$ cat src/rtl/cache_pkg.sv
// cache_pkg: shared FSM encoding and sizing helpers for the set-associative line store.
package cache_pkg;
  typedef enum logic [1:0] {IDLE, WB, FILL} state_t;
  localparam int DEFAULT_WAYS = 2;
  function automatic int clog2(input int v);
    int r = 0;
    while ((1 << r) < v) r++;
    return r;
  endfunction
  function automatic int lru_age_w(input int ways);
    return (ways < 2) ? 1 : clog2(ways);
  endfunction
endpackage

$ cat src/rtl/cache_lru.sv
// cache_lru: per-set LRU age counters (0 = most recent) and victim pick.
module cache_lru import cache_pkg::*; #(
  parameter int WAYS = DEFAULT_WAYS,
  parameter int AW = lru_age_w(WAYS)
) (
  input  logic            clk,
  input  logic            rst,
  input  logic            touch,
  input  logic [AW-1:0]   touch_way,
  input  logic [WAYS-1:0] valid,
  output logic [AW-1:0]   victim
);
  logic [AW-1:0] age_q [WAYS];
  logic [AW-1:0] old_age;
  assign old_age = age_q[touch_way];
  always_ff @(posedge clk or posedge rst)
    if (rst)
      for (int i = 0; i < WAYS; i++) age_q[i] <= AW'(i);
    else if (touch)
      for (int i = 0; i < WAYS; i++)
        age_q[i] <= (AW'(i) == touch_way) ? '0 : (age_q[i] < old_age) ? age_q[i] + AW'(1) : age_q[i];
  // an invalid way always beats the oldest one; lowest index wins among invalids
  always_comb begin
    victim = '0;
    for (int i = WAYS - 1; i >= 0; i--)
      if (age_q[i] == AW'(WAYS - 1)) victim = AW'(i);
    for (int i = WAYS - 1; i >= 0; i--)
      if (!valid[i]) victim = AW'(i);
  end
endmodule

$ cat src/rtl/cache_set_assoc.sv
// cache_set_assoc: N-way set with lookup, byte write-hit, LRU and writeback/refill engine.
// Optional critical-word-first refill when CACHE_WRAP_FILL_EN is defined.
module cache_set_assoc import cache_pkg::*; #(
  parameter int TAG_WIDTH    = 20,
  parameter int OFFSET_WIDTH = 4,
  parameter int WAYS         = DEFAULT_WAYS,
  parameter int DATA_WIDTH   = 32,
  parameter int AW           = lru_age_w(WAYS)
) (
  input  logic                    clk,
  input  logic                    rst,
  input  logic [TAG_WIDTH-1:0]    lookup_tag,
  input  logic [OFFSET_WIDTH-1:0] lookup_offset,
  input  logic                    access_en,
  input  logic                    write_en,
  input  logic [DATA_WIDTH/8-1:0] byte_en,
  input  logic [DATA_WIDTH-1:0]   write_data,
  output logic                    hit,
  output logic [AW-1:0]           hit_way,
  output logic [DATA_WIDTH-1:0]   read_data,
  input  logic                    fill_req,
  output logic                    busy,
  output logic                    wb_valid,
  input  logic                    wb_ready,
  output logic [TAG_WIDTH-1:0]    wb_tag,
  output logic [DATA_WIDTH-1:0]   wb_data,
  output logic                    wb_last,
  input  logic                    fill_valid,
  input  logic [DATA_WIDTH-1:0]   fill_data,
  output logic                    fill_done
`ifdef CACHE_WRAP_FILL_EN
  ,output logic                   fill_word_ready
`endif
);
  localparam int LINE = 2 ** OFFSET_WIDTH;
  state_t state_q, state_d;
  logic [WAYS-1:0] valid_q, dirty_q, hit_vec;
  logic [TAG_WIDTH-1:0] tag_q [WAYS];
  logic [DATA_WIDTH-1:0] data_q [WAYS][LINE];
  logic [AW-1:0] vic_q, victim, hw, touch_way;
  logic [TAG_WIDTH-1:0] vtag_q;
  logic [OFFSET_WIDTH-1:0] cnt_q, start_off, last_idx;
  logic wr_hit, wb_hs, fill_beat, at_last, install, touch, start_miss, victim_dirty;
  always_comb begin
    hw = '0;
    for (int i = 0; i < WAYS; i++) hit_vec[i] = valid_q[i] && tag_q[i] == lookup_tag;
    for (int i = WAYS - 1; i >= 0; i--)
      if (hit_vec[i]) hw = AW'(i);
  end
  assign busy         = state_q != IDLE;
  assign hit          = |hit_vec && !busy;
  assign hit_way      = hw;
  assign read_data    = hit ? data_q[hw][lookup_offset] : '0;
  assign wr_hit       = access_en && write_en && hit;
  assign wb_valid     = state_q == WB;
  assign at_last      = cnt_q == last_idx;
  assign wb_last      = wb_valid && at_last;
  assign wb_data      = data_q[vic_q][cnt_q];
  assign wb_tag       = tag_q[vic_q];
  assign wb_hs        = wb_valid && wb_ready;
  assign fill_beat    = state_q == FILL && fill_valid;
  assign install      = fill_beat && at_last;
  assign touch        = install || (access_en && hit);
  assign touch_way    = install ? vic_q : hw;
  assign start_miss   = state_q == IDLE && fill_req;
  assign victim_dirty = valid_q[victim] && dirty_q[victim];
  cache_lru #(.WAYS(WAYS), .AW(AW)) u_lru (
    .clk(clk), .rst(rst), .touch(touch), .touch_way(touch_way), .valid(valid_q), .victim(victim)
  );
`ifdef CACHE_WRAP_FILL_EN
  logic [OFFSET_WIDTH-1:0] start_q;
  assign start_off = lookup_offset;
  assign last_idx  = start_q - OFFSET_WIDTH'(1);
  // the first refill beat always carries the requested word
  always_ff @(posedge clk or posedge rst)
    if (rst) begin
      start_q <= '0;
      fill_word_ready <= 1'b0;
    end else begin
      fill_word_ready <= fill_beat && cnt_q == start_q;
      if (start_miss) start_q <= lookup_offset;
    end
`else
  assign start_off = '0;
  assign last_idx  = '1;
`endif
  always_comb begin
    state_d = state_q;
    if (start_miss) state_d = victim_dirty ? WB : FILL;
    else if (wb_hs && at_last) state_d = FILL;
    else if (install) state_d = IDLE;
  end
  always_ff @(posedge clk or posedge rst)
    if (rst) state_q <= IDLE;
    else state_q <= state_d;
  // valid drops on FILL entry so a partially refilled line can never hit
  always_ff @(posedge clk or posedge rst)
    if (rst) begin
      valid_q <= '0;
      dirty_q <= '0;
      cnt_q <= '0;
      vic_q <= '0;
      vtag_q <= '0;
      fill_done <= 1'b0;
      for (int i = 0; i < WAYS; i++) tag_q[i] <= '0;
    end else begin
      fill_done <= install;
      if (start_miss) begin
        vic_q <= victim;
        vtag_q <= lookup_tag;
        cnt_q <= start_off;
        if (!victim_dirty) valid_q[victim] <= 1'b0;
      end
      if (wb_hs || fill_beat) cnt_q <= cnt_q + OFFSET_WIDTH'(1);
      if (wb_hs && at_last) begin
        valid_q[vic_q] <= 1'b0;
        dirty_q[vic_q] <= 1'b0;
      end
      if (wr_hit) dirty_q[hw] <= 1'b1;
      if (install) begin
        tag_q[vic_q] <= vtag_q;
        valid_q[vic_q] <= 1'b1;
        dirty_q[vic_q] <= 1'b0;
      end
    end
  always_ff @(posedge clk) begin
    if (wr_hit)
      for (int b = 0; b < DATA_WIDTH / 8; b++)
        if (byte_en[b]) data_q[hw][lookup_offset][8*b +: 8] <= write_data[8*b +: 8];
    if (fill_beat) data_q[vic_q][cnt_q] <= fill_data;
  end
endmodule
$ cat config.mk
export PLATFORM = sky130hd
export DESIGN_NAME = cache_set_assoc
export DESIGN_NICKNAME = d
export VERILOG_FILES = /design/src/rtl/cache_pkg.sv /design/src/rtl/cache_lru.sv /design/src/rtl/cache_set_assoc.sv
export SDC_FILE = /design/constraint.sdc
export NUM_CORES = 2
export LEC_CHECK = 0
export CORE_MARGIN = 2
export CORE_UTILIZATION = 40
export DETAILED_ROUTE_END_ITERATION = 12
export MAX_ROUTING_LAYER = met4
export SKIP_LAST_GASP = 1
export SLEW_MARGIN = 25
export SYNTH_ARGS = -nofsm -noshare
export SYNTH_HDL_FRONTEND = slang
export SYNTH_SLANG_ARGS = --single-unit
$ cat constraint.sdc
create_clock -name clk -period 13.7 [get_ports clk]
set_input_delay 3.425 -clock clk [delete_from_list [all_inputs] [get_ports clk]]
set_output_delay 3.425 -clock clk [all_outputs]
set_load 0.01 [all_outputs]
==> flow_summary.json <==
{
  "final-instance-count-excl-fill": 5221,
  "grtUsageTotal": 0.247,
  "synth_flop_cell": "edfxtp_1",
  "clockRootBuffer": "clkbuf_16",
  "required_time_of_the_worst_setup_path_ps": 10270,
  "resized_gates_after_cts": 0,
  "start_util": 0.402,
  "layout.filler_cells": 11200,
  "timing.critical_path.to_type": "primary output",
  "number_of_nets_in_the_synthesized_netlist": 3358,
  "synth-async-reset-ratio": 0.0674,
  "flow.area_growth_from_synthesis_pct": 14.7,
  "r2r_end": "data_q[1][247]",
  "vdd.ir_drop.worst_uv": 103,
  "drt_drc_violations_left": 0,
  "p_int_uw": 7500,
  "regToRegStartpoint": "tag_q[9]",
  "maxCapViolations": 0,
  "post_cts.repair.setup_buffers": 0,
  "cts_tree": "yes",
  "min_from": "vtag_q[13]",
  "run_status": "completed",
  "yosysWarningCount": 0,
  "share_of_power_burned_in_the_clock_network": 0.300,
  "cp.arrival_ps": 8810,
  "gpl.final_weighted_congestion": 0.883,
  "globalRoute.totalOverflow": 0,
  "worst_slew_pin_slew_ps": 1110,
  "wirelength_um": 163000,
  "worst_setup_path_start_kind": "input port",
  "io-pin-count": 189,
  "min_period_ps": 12240,
  "grt_start_max_net_pins": 104,
  "placedCellCount": 5002,
  "cts_hold_repair.buffers": 0,
  "drt.antenna.violating_nets": 0,
  "rsz0062_at_grt": "no",
  "critical_path_peak_fanout": 56,
  "finalSetupTns_ps": 0,
  "first_global_vias": 32400,
  "dieArea_mm2": 0.135,
  "worst_hold_path_type": "reg -> reg",
  "cts_buffer_depth": 3,
  "wire_length_of_the_first_global_routing_pass_um": 234000,
  "post_drt_via_cell_ratio": 6.22,
  "layout-drive-gt1-share": 0.279,
  "drt-initial-drc-count": 4227,
  "power_per_cell_area_mw_per_mm2": 180,
  "timing.fmax_ghz": 0.0817,
  "hold_end": "vtag_q[13]",
  "switching_share": 0.313,
  "antenna_found_initial": 4,
  "min_period_over_period": 0.893,
  "reg2reg_depth": 8,
  "total_switching_power_uw": 3420,
  "synth_sequential_area_ratio": 0.617,
  "report.final.hold_viol_count": 0,
  "synth_seq_cells": 1098,
  "synthesized_area_per_cell_um2": 16.2,
  "nNetsFinal": 3468,
  "max_slew_violation_total_from_the_final_report": 0,
  "drt-pass1-iter-count": 5,
  "cts_sinks": 1098,
  "die_width_um": 367,
  "worstSetupPathType": "in -> out",
  "design.core.area_mm2": 0.131,
  "setup_viol": 0,
  "post_dp_cell_area_mm2": 0.0565,
  "cts.clk_slew.worst_paths_ps": 60,
  "max_slew_margin": 0.260,
  "post_dr_wirelength_cell_um": 31.1,
  "synthesis.area_mm2": 0.0528,
  "layout.cell_area.non_filler_mm2": 0.0606,
  "cts_inserted_buffers": 116,
  "die_h_um": 367,
  "htree_num_levels": 3,
  "part_of_the_total_power_dissipated_in_combinational_logic": 0.297,
  "hold_critical_path_depth": 2,
  "dr_total_vias": 32500,
  "worst-r2r-setup-slack_ps": 8600,
  "clk_latency_ps": 780,
  "share_seq_of_total_power": 0.403,
  "synth-edff-count": 1024,
  "detailed_place_hpwl_um": 102000,
  "synth_cells": 3255,
  "floorplan.rows": 133,
  "clock-skew-final_ps": 59.8,
  "static-leakage-power_uw": 0.0192,
  "synth.distinct_cells": 61,
  "port_buffers": 188
}
power by group through the flow:
stage | Combinational (µW) | Sequential (µW) | Clock, µW
final | 3240 | 4400 | 3270
after global routing | 3410 | 4420 | 3440
after CTS | 3240 | 4400 | 3310
after detailed placement | 3230 | 4470 | 0
after global placement | 3220 | 4460 | 0
after floorplan | 2000 | 4350 | 0
flip-flops by register name, indices dropped and copies added, names as in the netlist:
signal and cells:
valid_q 2, data_q 1024, dirty_q 2, u_lru.age_q 2, tag_q 40, vic_q 1
state_q 2, vtag_q 20, fill_done 1, cnt_q 4
synthesized netlist by cell type (4+ instances only):
cell type	number	area share
dfrtp_1	73	0.035
nand3_1	41	0.0039
a311o_1	18	0.0034
ha_1	4	0.00095
o311ai_0	17	0.0028
buf_6	8	0.0017
a31oi_1	15	0.0018
edfxtp_1	1024	0.58
or2_2	5	0.00059
inv_1	8	0.00057
buf_2	24	0.0023
nor2_1	192	0.014
a311oi_1	31	0.0051
nand2_1	346	0.025
nand4_1	22	0.0026
o211a_1	18	0.0034
a22oi_1	18	0.0026
nor4_1	5	0.00059
a21oi_1	107	0.010
or3_1	17	0.0020
o221ai_1	13	0.0022
a32oi_1	31	0.0051
nand2b_1	5	0.00059
o21ai_0	9	0.00085
mux4_2	406	0.17
mux2i_1	111	0.021
and2_1	8	0.00095
a221oi_2	12	0.0034
xnor2_1	25	0.0041
buf_1	49	0.0035
xor2_1	15	0.0025
clkbuf_1	178	0.013
a2bb2oi_1	14	0.0023
o22ai_1	78	0.0092
mux2_2	217	0.046
nor3_1	49	0.0046
worst max path at each step:
stage	start	slack, ps	cells past startpoint	endpoint
6_report	lookup_tag[9]	1460	13	read_data[1]
3_3_place_gp	lookup_tag[9]	1550	13	read_data[1]
5_1_grt	lookup_tag[9]	1230	13	read_data[2]
4_1_cts	lookup_tag[9]	1490	13	read_data[1]
2_1_floorplan	lookup_tag[16]	3960	10	read_data[28]
3_5_place_dp	lookup_tag[9]	1500	13	read_data[2]
kinds of logic after synthesis:
logic type,after synthesis,synth area share
AOI/OAI and AO/OA,398,0.0553
xor gates and xnor gates,40,0.00664
adders and majority gates,4,0.000948
buffers and inverters,275,0.0227
DFF,1098,0.617
muxes,734,0.241
and+or+nand+nor,706,0.0565
worst max-delay path, cell delays in order:
cell             delay [ps]
clkdlybuf4s50_1         460
xnor2_1                 290
or4b_2                  650
nor4_1                  830
o211a_4                 740
buf_12                  390
buf_4                   320
buf_4                   190
nand2_1                  60
a311o_1                 340
o211a_1                 150
nor3_1                  220
clkdlybuf4s50_1         600
cell type report:
cell class                      instances  area, µm²  share of cell area
Sequential cell                      1098      32600               0.538
Multi-Input combinational cell       1882      19200               0.317
Timing Repair Buffer                  258       2520              0.0416
Clock buffer                          135       3020              0.0499
Clock inverter                         81        968              0.0160
Tap cell                             1755       2200              0.0363
Antenna cell                            3       7.51            0.000124
Inverter                                9       40.0            0.000661
cell usage in the layout (no fill, tap or decap), drive strengths merged, types with 22 or more instances in the layout:
cell	count
mux2i	111
nor3	49
mux2	217
clkbuf	136
a21oi	107
a32oi	31
mux4	406
nor2	192
nand3	41
o22ai	78
dfrtp	73
nand2	346
clkinv	56
a311oi	32
edfxtp	1024
buf	73
clkdlybuf4s50	184
nand4	22
xnor2	25
per-stage QoR:
stage | hold slack [ps] | power, µW | setup WS [ps] | utilization
6_report | 497 | 10900 | 1460 | 0.461
5_1_grt | 534 | 11300 | 1230 | 0.461
4_1_cts | 499 | 11000 | 1490 | 0.461
3_5_place_dp | 483 | 7700 | 1500 | 0.430
3_3_place_gp | 482 | 7680 | 1550 | 0.430
2_1_floorplan | 458 | 6360 | 3960 | -
routing by layer:
metal,up-vias,share of wire,wire [µm],GRT usage
met5,-,0,0,-
met4,0,0.030,4920,0.0746
met3,289,0.081,13200,0.0353
met2,1668,0.47,76300,0.377
met1,17100,0.42,68200,0.344
li1,13500,-,-,-
(Power assumes the default switching activity.)
